--- src/rtl/mem_stage_sram_ctrl.sv ---
// Memory-stage controller: one 32-bit load/store as two half-word accesses on a
// 16-bit asynchronous SRAM, freezing the pipeline via `ready` while busy.
module mem_stage_sram_ctrl #(
  parameter int          WAIT_CYCLES = 2,
  parameter logic [31:0] DATA_BASE   = 32'd1024
) (
  input  logic        clk,
  input  logic        rst_n,
  input  logic        mem_r_en,
  input  logic        mem_w_en,
  input  logic [31:0] addr,
  input  logic [31:0] st_data,
  output logic [31:0] mem_rdata,
  output logic        ready,
  output logic [17:0] sram_addr,
  output logic [15:0] sram_dq_out,
  input  logic [15:0] sram_dq_in,
  output logic        sram_dq_oe,
  output logic        sram_we_n,
  output logic        sram_oe_n
);

  localparam int CW = $clog2(WAIT_CYCLES + 1);
  localparam logic [CW-1:0] LAST = CW'(WAIT_CYCLES - 1);

  typedef enum logic [1:0] {IDLE, LO, HI, DONE} state_t;

  state_t        state, state_next;
  logic [CW-1:0] cnt, cnt_next;
  logic [31:0]   offset;
  logic [16:0]   word;
  logic          req;
  logic          is_store;
  logic          last;
  logic [15:0]   lo_buf;
  logic [31:0]   rdata_q;

  assign offset   = addr - DATA_BASE;
  assign word     = 17'(offset >> 2);
  assign req      = mem_r_en | mem_w_en;
  assign is_store = mem_w_en;
  assign last     = (cnt == LAST);

  always_ff @(posedge clk or negedge rst_n) begin
    if (!rst_n) begin
      state <= IDLE;
      cnt   <= '0;
    end else begin
      state <= state_next;
      cnt   <= cnt_next;
    end
  end

  always_comb begin
    state_next = state;
    cnt_next   = cnt;
    case (state)
      IDLE: begin
        if (req) begin
          state_next = LO;
          cnt_next   = '0;
        end
      end
      LO: begin
        if (last) begin
          state_next = HI;
          cnt_next   = '0;
        end else begin
          cnt_next = cnt + 1'b1;
        end
      end
      HI: begin
        if (last) begin
          state_next = DONE;
          cnt_next   = '0;
        end else begin
          cnt_next = cnt + 1'b1;
        end
      end
      DONE:    state_next = IDLE;
      default: state_next = IDLE;
    endcase
  end

  // Strobes are decoded straight from state so a reset drops them at once.
  always_comb begin
    ready       = 1'b1;
    sram_addr   = '0;
    sram_dq_out = '0;
    sram_dq_oe  = 1'b0;
    sram_we_n   = 1'b1;
    sram_oe_n   = 1'b1;
    case (state)
      IDLE: ready = ~req;
      LO, HI: begin
        ready     = 1'b0;
        sram_addr = {word, state == HI};
        if (is_store) begin
          sram_dq_oe  = 1'b1;
          // Release WE one cycle early for data hold, unless only one cycle exists.
          sram_we_n   = (WAIT_CYCLES > 1) ? last : 1'b0;
          sram_dq_out = (state == HI) ? st_data[31:16] : st_data[15:0];
        end else begin
          sram_oe_n = 1'b0;
        end
      end
      default: ;
    endcase
  end

  // Low half is staged so mem_rdata only changes when a whole load completes.
  always_ff @(posedge clk or negedge rst_n) begin
    if (!rst_n) begin
      lo_buf  <= '0;
      rdata_q <= '0;
    end else if (!is_store && last) begin
      if (state == LO) lo_buf <= sram_dq_in;
      if (state == HI) rdata_q <= {sram_dq_in, lo_buf};
    end
  end

  assign mem_rdata = rdata_q;

endmodule

--- config.mk ---
export PLATFORM = sky130hd
export DESIGN_NAME = mem_stage_sram_ctrl
export DESIGN_NICKNAME = d
export VERILOG_FILES = /design/src/rtl/mem_stage_sram_ctrl.sv
export SDC_FILE = /design/constraint.sdc
export NUM_CORES = 1
export LEC_CHECK = 0
export CELL_PAD_IN_SITES_DETAIL_PLACEMENT = 0
export CELL_PAD_IN_SITES_GLOBAL_PLACEMENT = 2
export CORE_MARGIN = 2
export CORE_UTILIZATION = 24
export DETAILED_ROUTE_END_ITERATION = 10
export GPL_TIMING_DRIVEN = 0
export MAX_ROUTING_LAYER = met4
export PLACE_DENSITY = 0.9
export SYNTH_ARGS = -nofsm -noshare
export SYNTH_HDL_FRONTEND = slang
export SYNTH_SLANG_ARGS = --single-unit
--- constraint.sdc ---
create_clock -name clk -period 4.2 [get_ports clk]
set_input_delay 0.63 -clock clk [delete_from_list [all_inputs] [get_ports clk]]
set_output_delay 0.63 -clock clk [all_outputs]
set_load 0.1 [all_outputs]
# Yosys cells after proc, flatten, opt, wreduce, memory -nomap -nowiden
# Index checks and enable logic that the tools add are counted.
dict set report totals {
  mem_bits_ro 0
  latch_bits 0
  out_inout_bits 70
  ff_bits 52
  elab_cells 41
  inputBits 84
  n_memories 0
  ramBits 0
}
dict set report classes {
  multipliers 0
  n_div 0
  reduce_logical 9
  order_cmp 0
  shifts 0
  n_eq_ne 7
  bitwise_logic 2
  mux 17
  n_addsub 2
}
# operator count
set op_table {}
lappend op_table {{$mux W16} 3}
lappend op_table {{$sub A19 B11 Y19 const B} 1}
lappend op_table {{$mux W18} 1}
lappend op_table {{$mux W2} 5}
lappend op_table {{$pmux W2 S4} 1}
lappend op_table {{$ne A2 B2 Y1 const B} 3}
lappend op_table {{$reduce_and A2 Y1} 3}
lappend op_table {{$mux W1} 5}
lappend op_table {{$eq A2 B1 Y1 const B} 2}
lappend op_table {{$eq A2 B2 Y1 const B} 2}
lappend op_table {{$pmux W2 S2} 1}
lappend op_table {{$reduce_and A3 Y1} 1}
lappend op_table {{$add A2 B1 Y2 const B} 1}
lappend op_table {{$logic_not A2 Y1} 1}
lappend op_table {{$pmux W1 S2} 1}
lappend op_table {{$reduce_bool A2 Y1} 1}
lappend op_table {{$reduce_or A2 Y1} 1}
lappend op_table {{$logic_and A1 B1 Y1} 1}
lappend op_table {{$logic_not A1 Y1} 1}
lappend op_table {{$not A1 Y1} 1}
lappend op_table {{$or A1 B1 Y1} 1}

# Longest topological paths before layout
# Gate-level depths: netlist of run 1.
dict set report logic_depth {
  ltp_word 4
  mapped_depth 6
  mapped_depth_nobuf 5
}

# Worst setup path before layout of run 1
# Ideal clock, no wire load.
dict set report synth_path {
  path_type {in2out}
  startpoint {input port addr[10]}
  endpoint {output port sram_addr[13]}
  n_path_buf 0
  arrival_time_ns 3.498
  setup_slack_ns 0.072
  path_stages 4
  required_ns 3.570
  cell_sequence {inv_1 > ha_1 > or4b_4 > a21boi_0}
}
dict set report synth_via {
  elab_chain_len 2
}
# item line
set synth_lines {}
lappend synth_lines {{start: declaration} 11} ;# input logic [31:0] addr,
lappend synth_lines {{$sub A19 B11 Y19} 38} ;# assign offset = addr - DATA_BASE;
lappend synth_lines {{$mux W18} 93} ;# case (state)
lappend synth_lines {{end: declaration} 15} ;# output logic [17:0] sram_addr,
# Every way passes these cells.

# Worst setup path after layout of run 1
dict set report layout_path {
  startpoint {input port addr[10]}
  endpoint {output port sram_addr[15]}
}
# The elaborated chain is that of the path after synthesis.

==> metrics.md, run 1 <==
| Metric | Value |
|---|---|
| Crit path DAT | around 3.5 ns |
| Root buffer cell | clkbuf_8 |
| DPL Wire Length | 5351 um |
| Routed WL | 6805 um |
| Fin crit share | 97.22% |
| Cts bufs inserted | 5 |
| Worst Clk Skew | between 0.005 and 0.006 ns |
| FMAX | 244.9 MHz |
| First-pass GRT wire length | 10,080 um |
| Synth area leaders | dfrtp_1 51%, mux2_2 22%, mux2i_1 7.0% |
| Slew Viols, Final | 0 |
| Pin count of the biggest net entering global routing | 30 |
| Grt ovf | 0 |
| Startpoint types | primary input |
| Antenna Nets Post-Route | 0 |
| RSZ-0062 raised after global routing | no |
| Crit. End Element | output pin |
| Fillers | 1,031 |
| Final Hold Vio Count | 0 |
| Reg area | 1301 um^2 |
| Area leader, netlist | dfrtp_1 |
| Final net count | ~440 |
| Core Area | approximately 10,000 um^2 |
| Final RePlAce weighted congestion | ~0.73 |
| Unique masters post-synth | 31 |
| Post-Syn Nets | about 290 |
| CTS Hold Bufs | 0 |
| Post-Synthesis Cells | slightly above 200 |
| Slew HR | 32.62% |
| R2R Path Start | state[0] |
| DRC Markers | 0 |
| # rows | 37 |
| Least-Margin Pin Slew | 1.008 ns |
| Syn Std Cell Area | approximately 2600 um^2 |
| Reg-to-reg setup timing slack | between 2 and 2.5 ns |
| Max cap viols | 0 |
| Period minus WS final | 4.083 ns |
| Clock sink count | 52 |
| FF-to-FF path depth | 6 |
| Via Count | 2,097 |
| Chip Width | 107.5 um |
| Post-synth top area share | 50.58% |
| Ys flop type | dfrtp_1 |
| Die area | 11,560 um^2 |
| DIE HEIGHT | 107.5 um |
| Multi-input gate area | 1194 um^2 |
| Crit Path Class | primary input to output pin |
| CTS tree | built |
| Count of final setup violators | 0 |
| Port bufs | 138 |
| Crit path max fanout | 4 |
| Commonest cells in the synthesized netlist | 52 x dfrtp_1, 50 x mux2_2, 18 x mux2i_1, 17 x nor2_1, 9 x and2_1 |
| HP Class | primary input to async pin |
| Register bit total from synthesis | 52 |
| Clock Tree Buf Depth | 2 |
| Synthesis Warnings | 0 |
| Avg WL per Cell | 14.09 um |
| IO Count | ~150 |
| Initial antenna violation count | 0 |
| WP data required | 3.57 ns |
| Initial Util | 24.81% |
| Sequential-to-total area share from yosys stat | 50.58% |
| Setup TNS | 0 ns |
| Vias per inst | 4.342 |
| Post-synth EDFFs | 0 |
| Ys async rst share | 100.0% |
| Top-count cell post-synth | dfrtp_1 |
| Layout cells sized above 1 | about a fifth |
| Ant. Diodes | 0 |
| Global-route usage over all layers | 11.19% |
| H-tree depth | 2 |
| Vias in the first global route | 2,098 |
| Synthesized area per cell | 12.73 um^2 |
| Layout area overhead | 64.83% |
| Outcome | finished clean |
| Number of DRC markers in iteration 0 | 91 |
| Clk_lat worst skew | 0.29 ns |
| Capture point of the worst reg-to-reg path | mem_rdata[26] |
| Reg clk slew, reported paths | 0.08 ns |
| Pre-Repair DR Iteration Count | 4 |
[area by class of cell]
type,count,share of cell area [%]
multi-input combinational,134,28.15
tap,136,4.013
sequential,52,30.69
clock buffer,5,1.623
timing repair buffer,139,32.99
clock inverter,1,0.7082
inverter,7,0.6197
buffer,9,1.210
[per-layer routing]
metal / share of wire (%) / routed length [um] / vias to the layer above / global-route usage [%]
li1: - / - / 993 / -
met1: 42 / 2873 / 997 / 12.85
met2: 46 / 3154 / 103 / 19.14
met3: 11 / 756 / 4 / 3.753
met4: 0.31 / 21 / 0 / 2.198
met5: 0 / 0 / - / -
[worst max-delay path, stage by stage]
cell	delay, ns
clkdlybuf4s50_1	0.46
inv_1	0.08
ha_1	0.19
or4b_4	0.49
or3_1	0.31
a21boi_1	0.15
clkdlybuf4s50_1	1.15
[cell usage in the layout, fill, tap and decap left out, drive strengths merged]
master,synthesis,layout
nor2,17,17
dlymetal6s2s,0,1
clkbuf,3,8
buf,6,8
dfrtp,52,52
clkdlybuf4s50,0,136
o21ai,2,2
a21o,1,1
nand2b,4,4
mux2,50,50
o31a,1,1
nor4,2,2
and2,9,9
a21boi,4,4
nor3b,3,3
or3,2,2
o31ai,2,2
or2,1,1
nor2b,3,3
a2111oi,1,1
ha,6,6
bufinv,0,1
nand2,4,4
a21oi,1,1
or4b,1,1
or4,1,1
mux2i,18,18
xor2,1,1
inv,7,7
[stage by stage]
| stage | std cells | worst slack [ns] | util (%) | instance area (um^2) | hold WS (ns) |
|---|---|---|---|---|---|
| after global routing | 483 | 0.01782 | 40.89 | 4240 | 0.3462 |
| after detailed placement | 477 | 0.05083 | 39.91 | 4139 | 0.4905 |
| after global placement | 476 | 0.01060 | 39.77 | 4124 | 0.4796 |
| final | 483 | 0.1168 | 40.89 | 4240 | 0.3183 |
| after CTS | 483 | 0.02578 | 40.87 | 4238 | 0.3280 |
| after floorplan | 202 | 0.07181 | - | 2572 | 0.3344 |
[repair_timing]
item,in CTS,in global routing
resized for setup,0,1
setup endpoints to repair,0,1
setup buffers,0,0
hold endpoints to repair,0,0
[how the worst max path moves through the flow]
stage | start | endpoint | slack (ns) | cells after the start
finish | addr[10] | sram_addr[15] | 0.12 | 7
global route | addr[10] | sram_addr[15] | 0.02 | 7
CTS | addr[10] | sram_addr[17] | 0.03 | 7
detailed placement | addr[10] | sram_addr[17] | 0.05 | 7
global placement | addr[10] | sram_addr[17] | 0.01 | 7
floorplan | addr[10] | sram_addr[13] | 0.07 | 4
[flip-flops by register name, indices dropped and copies added, names as in the netlist]
register,flops
state,2
mem_rdata,32
lo_buf,16
cnt,2
[cell families (layout without fill, tap and decap cells)]
| kind of cell | count (synthesis) | count (layout) | synth area share [%] |
|---|---|---|---|
| multiplexers | 68 | 68 | 28.89 |
| flip-flops | 52 | 52 | 50.58 |
| AND/OR/NAND/NOR | 47 | 47 | 10.94 |
| buffers and inverters | 16 | 161 | 3.016 |
| AO/OA/AOI/OAI | 12 | 12 | 3.307 |
| adder cells (fa/ha/maj) | 6 | 6 | 2.918 |
| XOR/XNOR | 1 | 1 | 0.3405 |
Power of run 1 is left out: the tool's default activity adds up to more than one toggle a clock period on the data nets, which glitch-free logic cannot reach.
==> inputs of run 2 (changes only) <==
- SETUP_SLACK_MARGIN: not set -> 0.2
==> run 2 against run 1 <==
Register-to-register slack barely moved; largest cell class unchanged; global-route usage rose by 0.44 points; cell area rose by 0.68%; first-iteration DRC count fell by 13%; critical path depth fell by 2; die area did not move; non-clock buffer count did not move; fmax rose by 4.4%.
==> metrics.md, run 2 (synthesized netlist as in run 1, its figures left out) <==
| Metric | Value |
|---|---|
| Worst path most repeated cell | clkdlybuf4s50_1 (unchanged) |
| Least-Margin Pin Slew | 0.9987 ns (was 1.008 ns) |
| Vias in the first global route | 2,079 (was 2,098) |
| CP cell instances | clkdlybuf4s50_1 -> or4_4 -> or3_1 -> a21boi_1 -> clkdlybuf4s50_1 (was clkdlybuf4s50_1 -> inv_1 -> ha_1 -> or4b_4 -> or3_1 -> a21boi_1 -> clkdlybuf4s50_1) |
| Via Count | 2,091 (was 2,097) |
| Met2 wire len | 3128 um (was 3154 um) |
| Slowest cell on crit path | clkdlybuf4s50_1 (unchanged) |
| Antenna Nets Post-Route | 0 (unchanged) |
| Core Area | 10,370 um^2 (unchanged) |
| Pin count of the biggest net entering global routing | 38 (was 30) |
| Crit. End Element | output pin (unchanged) |
| Commonest non-fill, non-tap cell in the layout | clkdlybuf4s50_1 (unchanged) |
| Initial Util | 24.81% (unchanged) |
| # rows | 37 (unchanged) |
| Reg clk slew, reported paths | 0.10 ns (was 0.08 ns) |
| Final net count | 438 (unchanged) |
| DRC Markers | 0 (unchanged) |
| Crit Path Class | primary input to output pin (unchanged) |
| Period minus WS final | 3.910 ns (was 4.083 ns) |
| Clock sink count | 52 (unchanged) |
| Slew HR | 33.21% (was 32.62%) |
| H-tree depth | 2 (unchanged) |
| Routed met3 length | 814 um (was 756 um) |
| Final RePlAce weighted congestion | 0.7506 (was 0.7293) |
| RSZ-0062 raised after global routing | no (unchanged) |
| IO Count | 154 (unchanged) |
| WP data required | 3.57 ns (about the same) |
| Layout area overhead | 65.95% (was 64.83%) |
| Die area | 11,560 um^2 (unchanged) |
| Crit path largest cell delay | 1.14 ns (was 1.15 ns) |
| Pre-Repair DR Iteration Count | 3 (was 4) |
| Layout cells sized above 1 | 20.40% (was 20.17%) |
| Grt ovf | 0 (unchanged) |
| Fin crit share | 93.11% (was 97.22%) |
| Metal-1 WL | 2826 um (was 2873 um) |
| DPL Wire Length | 5252 um (was 5351 um) |
| Cts bufs inserted | 5 (unchanged) |
| Slew Viols, Final | 0 (unchanged) |
| First-pass GRT wire length | 10,470 um (was 10,080 um) |
| Routed WL | 6813 um (was 6805 um) |
| Clk_lat worst skew | 0.30 ns (was 0.29 ns) |
| Initial antenna violation count | 0 (unchanged) |
| Crit path max fanout | 5 (was 4) |
| Ant. Diodes | 0 (unchanged) |
| Startpoint types | primary input (unchanged) |
| Final Hold Vio Count | 0 (unchanged) |
| Max cap viols | 0 (unchanged) |
| Worst Clk Skew | 0.006809 ns (was 0.005627 ns) |
| Outcome | finished clean (unchanged) |
| Clock Tree Buf Depth | 2 (unchanged) |
| Global-route usage over all layers | 11.62% (was 11.19%) |
| Max reg flops | 32 (unchanged) |
| DR top layer | met4 (unchanged) |
| DIE HEIGHT | 107.5 um (unchanged) |
| Crit path DAT | 3.28 ns (was 3.45 ns) |
| CTS tree | built (unchanged) |
| Chip Width | 107.5 um (unchanged) |
| Setup TNS | 0 ns (unchanged) |
| Vias per inst | 4.320 (was 4.342) |
| Postcts setup bufs | 0 (unchanged) |
| HP Class | primary input to async pin (unchanged) |
| Count of final setup violators | 0 (unchanged) |
| FMAX | 255.7 MHz (was 244.9 MHz) |
| Avg WL per Cell | 14.08 um (was 14.09 um) |
| Port bufs | 138 (unchanged) |
| Number of DRC markers in iteration 0 | 79 (was 91) |
| Root buffer cell | clkbuf_8 (unchanged) |
| Most frequent cells in the layout | 132 x clkdlybuf4s50_1, 52 x dfrtp_1, 50 x mux2_2, 18 x mux2i_1, 17 x nor2_1 (was 136 x clkdlybuf4s50_1, 52 x dfrtp_1, 50 x mux2_2, 18 x mux2i_1, 17 x nor2_1) |
==> run 2: cell count changes in the layout (fill, tap and decap cells not counted) <==
cell             change
clkdlybuf4s50_1      -4
dlygate4sd2_1        +3
a21boi_0             -1
a21boi_1             +1
bufinv_16            +1
dlymetal6s2s_1       +1
==> run 2: area by class of cell <==
cell class,instances,area (um^2)
sequential,52,1301
inverter,7,26.28
timing repair buffer,139,1398
clock buffer,5,68.82
clock inverter,2,60.06
fill,1003,6101
buffer,9,51.30
tap,136,170.2
multi-input combinational,134,1194
==> run 2: worst paths after layout <==
| path | depth (start not counted) | slack (ns) | from | to |
|---|---|---|---|---|
| max | 5 | 0.29 | addr[12] | sram_addr[14] |
| min | 1 | 0.23 | rst_n | mem_rdata[10] |
| max reg2reg | 6 | 2.04 | state[0] | mem_rdata[16] |
| min reg2reg | 1 | 0.51 | lo_buf[14] | mem_rdata[14] |
| max in group asynchronous | 2 | 3.44 | rst_n | mem_rdata[18] |
| min in group clk | 1 | 0.51 | lo_buf[14] | mem_rdata[14] |
==> run 2: timing repair <==
item / in CTS / in global routing
endpoints found under the setup margin: 3 / 2
gates resized for setup: 3 / 2
hold buffers: 0 / 0
==> run 2: critical path, delay by kind of cell <==
kind            cells  cell delay (ns)
buf+inv             2             1.63
simple gates        2             0.87
compound gates      1             0.14
==> run 2: stage by stage <==
stage | utilization [%] | worst slack, ns | hold WS (ns) | cell area, um^2 | std cells
5_1_grt | 41.17 | 0.2003 | 0.2434 | 4269 | 484
2_1_floorplan | - | 0.2311 | 0.3344 | 2572 | 202
4_1_cts | 41.12 | 0.2717 | 0.2358 | 4264 | 484
3_5_place_dp | 39.91 | 0.01185 | 0.4906 | 4139 | 477
6_report | 41.17 | 0.2895 | 0.2308 | 4269 | 484
3_3_place_gp | 39.77 | 0.04058 | 0.4799 | 4124 | 476
==> run 2: metal layers <==
metal	up-vias	GRT usage (%)
met2	101	19.23
met5	-	-
met4	0	2.473
met1	992	13.58
li1	993	-
met3	5	4.298
Power of run 2 is left out for the same reason.
==> inputs of run 3 (changes only) <==
- MAX_ROUTING_LAYER: met4 -> not set
==> run 3 against run 2 <==
Final cell count unchanged; hold slack improved by 0.00081 ns; non-clock buffer count unchanged; register-to-register slack barely moved; fmax stayed put; critical path depth unchanged; clock skew hardly changed; global-route usage down 0.32 points; sequential share of layout area unchanged.
==> metrics.md, run 3 (synthesized netlist as in run 1, its figures left out) <==
| Metric | Value |
|---|---|
| Ant. Diodes | 0 (unchanged) |
| CTS Hold Bufs | 0 (unchanged) |
| Root buffer cell | clkbuf_8 (unchanged) |
| Number of DRC markers in iteration 0 | 80 (was 79) |
| Pre-Repair DR Iteration Count | 3 (unchanged) |
| Max reg flops | 32 (unchanged) |
| Final net count | 438 (unchanged) |
| Inst Count DP | 477 (unchanged) |
| Startpoint types | primary input (unchanged) |
| Crit. End Element | output pin (unchanged) |
| RSZ-0062 raised after global routing | no (unchanged) |
| Die area | 11,560 um^2 (unchanged) |
| Crit Path Class | primary input to output pin (unchanged) |
| Avg WL per Cell | 14.09 um (was 14.08 um) |
| Layout area overhead | 65.95% (unchanged) |
| Routed WL | 6818 um (was 6813 um) |
| Final Hold Vio Count | 0 (unchanged) |
| Worst Clk Skew | 0.006757 ns (was 0.006809 ns) |
| Final setup margin | 0.2895 ns (about the same) |
| Outcome | finished clean (unchanged) |
| Capture point of the worst reg-to-reg path | mem_rdata[16] (unchanged) |
| Grt ovf | 0 (unchanged) |
| Vias in the first global route | 2,078 (was 2,079) |
| Crit path max fanout | 5 (unchanged) |
| First-pass GRT wire length | 10,490 um (was 10,470 um) |
| Chip Width | 107.5 um (unchanged) |
| Final RePlAce weighted congestion | 0.7413 (was 0.7506) |
| Clk_lat worst skew | 0.30 ns (about the same) |
| Postcts setup bufs | 0 (unchanged) |
| Fin crit share | 93.11% (about the same) |
| Via Count | 2,084 (was 2,091) |
| DIE HEIGHT | 107.5 um (unchanged) |
| R2R Path Start | state[0] (unchanged) |
| Cts bufs inserted | 5 (unchanged) |
| Initial Util | 24.81% (unchanged) |
| Period minus WS final | 3.910 ns (about the same) |
| Reg clk slew, reported paths | 0.10 ns (about the same) |
| Layout Cells excl Fill | 484 (unchanged) |
| Commonest non-fill, non-tap cell in the layout | clkdlybuf4s50_1 (unchanged) |
| DPL Wire Length | 5252 um (unchanged) |
| Crit path DAT | 3.28 ns (about the same) |
| Vias per inst | 4.306 (was 4.320) |
| Reg-to-reg setup timing slack | 2.03 ns (was 2.04 ns) |
| Worst hold slack | 0.2316 ns (was 0.2308 ns) |
| Global-route usage over all layers | 11.30% (was 11.62%) |
| Clock Tree Buf Depth | 2 (unchanged) |
| IO Count | 154 (unchanged) |
| # rows | 37 (unchanged) |
| Count of final setup violators | 0 (unchanged) |
| Pre-CTS setup slack | 0.01185 ns (unchanged) |
| Slew Viols, Final | 0 (unchanged) |
| Port bufs | 138 (unchanged) |
| CTS tree | built (unchanged) |
| FMAX | 255.7 MHz (unchanged) |
| Layout cells sized above 1 | 20.40% (unchanged) |
| HP Class | primary input to async pin (unchanged) |
| DRC Markers | 0 (unchanged) |
| Least-Margin Pin Slew | 0.9987 ns (unchanged) |
| WP data required | 3.57 ns (about the same) |
| Worst setup path startpoint | addr[12] (unchanged) |
| Initial antenna violation count | 0 (unchanged) |
| Antenna Nets Post-Route | 0 (unchanged) |
| Pin count of the biggest net entering global routing | 38 (unchanged) |
| Max cap viols | 0 (unchanged) |
| Most frequent cells in the layout | 132 x clkdlybuf4s50_1, 52 x dfrtp_1, 50 x mux2_2, 18 x mux2i_1, 17 x nor2_1 (unchanged) |
| FF-to-FF path depth | 6 (unchanged) |
| Core Area | 10,370 um^2 (unchanged) |
| Slew HR | 33.21% (unchanged) |
| Fillers | 1,003 (unchanged) |
| Setup TNS | 0 ns (unchanged) |
| H-tree depth | 2 (unchanged) |
| Clock sink count | 52 (unchanged) |
==> run 3: cell counts in the layout (fill, tap and decap cells not counted) <==
No cell type changed its count.
==> run 3: metrics by stage <==
| step | cell area [um^2] | utilization (%) |
|---|---|---|
| 6_report | 4269 | 41.17 |
| 3_5_place_dp | 4139 | 39.91 |
| 2_1_floorplan | 2572 | - |
| 5_1_grt | 4269 | 41.17 |
| 4_1_cts | 4264 | 41.12 |
| 3_3_place_gp | 4124 | 39.77 |
==> run 3: metal layers <==
metal | vias up | track usage, % | part of all wire (%)
li1 | 995 | - | -
met1 | 983 | 13.43 | 41
met2 | 101 | 19.18 | 46
met3 | 5 | 4.540 | 12
met4 | 0 | 2.473 | 0.63
met5 | - | 0 | 0
==> run 3: repair_timing <==
action,CTS,global route
endpoints found under the setup margin,3,2
resized for setup,3,2
gates cloned,0,0
pin swaps,0,0
==> run 3: layout make-up <==
class | count | area, um^2 | share of cell area [%]
plain buffers | 9 | 51.30 | 1.202
clock buffers | 5 | 68.82 | 1.612
clock inverters | 2 | 60.06 | 1.407
inverters | 7 | 26.28 | 0.6155
multi-input cells | 134 | 1194 | 27.96
flip-flops and latches | 52 | 1301 | 30.48
well taps | 136 | 170.2 | 3.986
repair buffers | 139 | 1398 | 32.74
==> run 3: how the worst max path moves through the flow <==
stage | cells after the start | to | slack (ns)
2_1_floorplan | 2 | sram_addr[12] | 0.23
3_3_place_gp | 7 | sram_addr[17] | 0.04
3_5_place_dp | 7 | sram_addr[17] | 0.01
4_1_cts | 5 | sram_addr[14] | 0.27
5_1_grt | 6 | sram_addr[6] | 0.20
6_report | 5 | sram_addr[14] | 0.29
==> run 3: critical path: stages <==
cell,delay (ns)
clkdlybuf4s50_1,0.49
or4_4,0.56
or3_1,0.31
a21boi_1,0.14
clkdlybuf4s50_1,1.14
Power of run 3 is left out for the same reason.
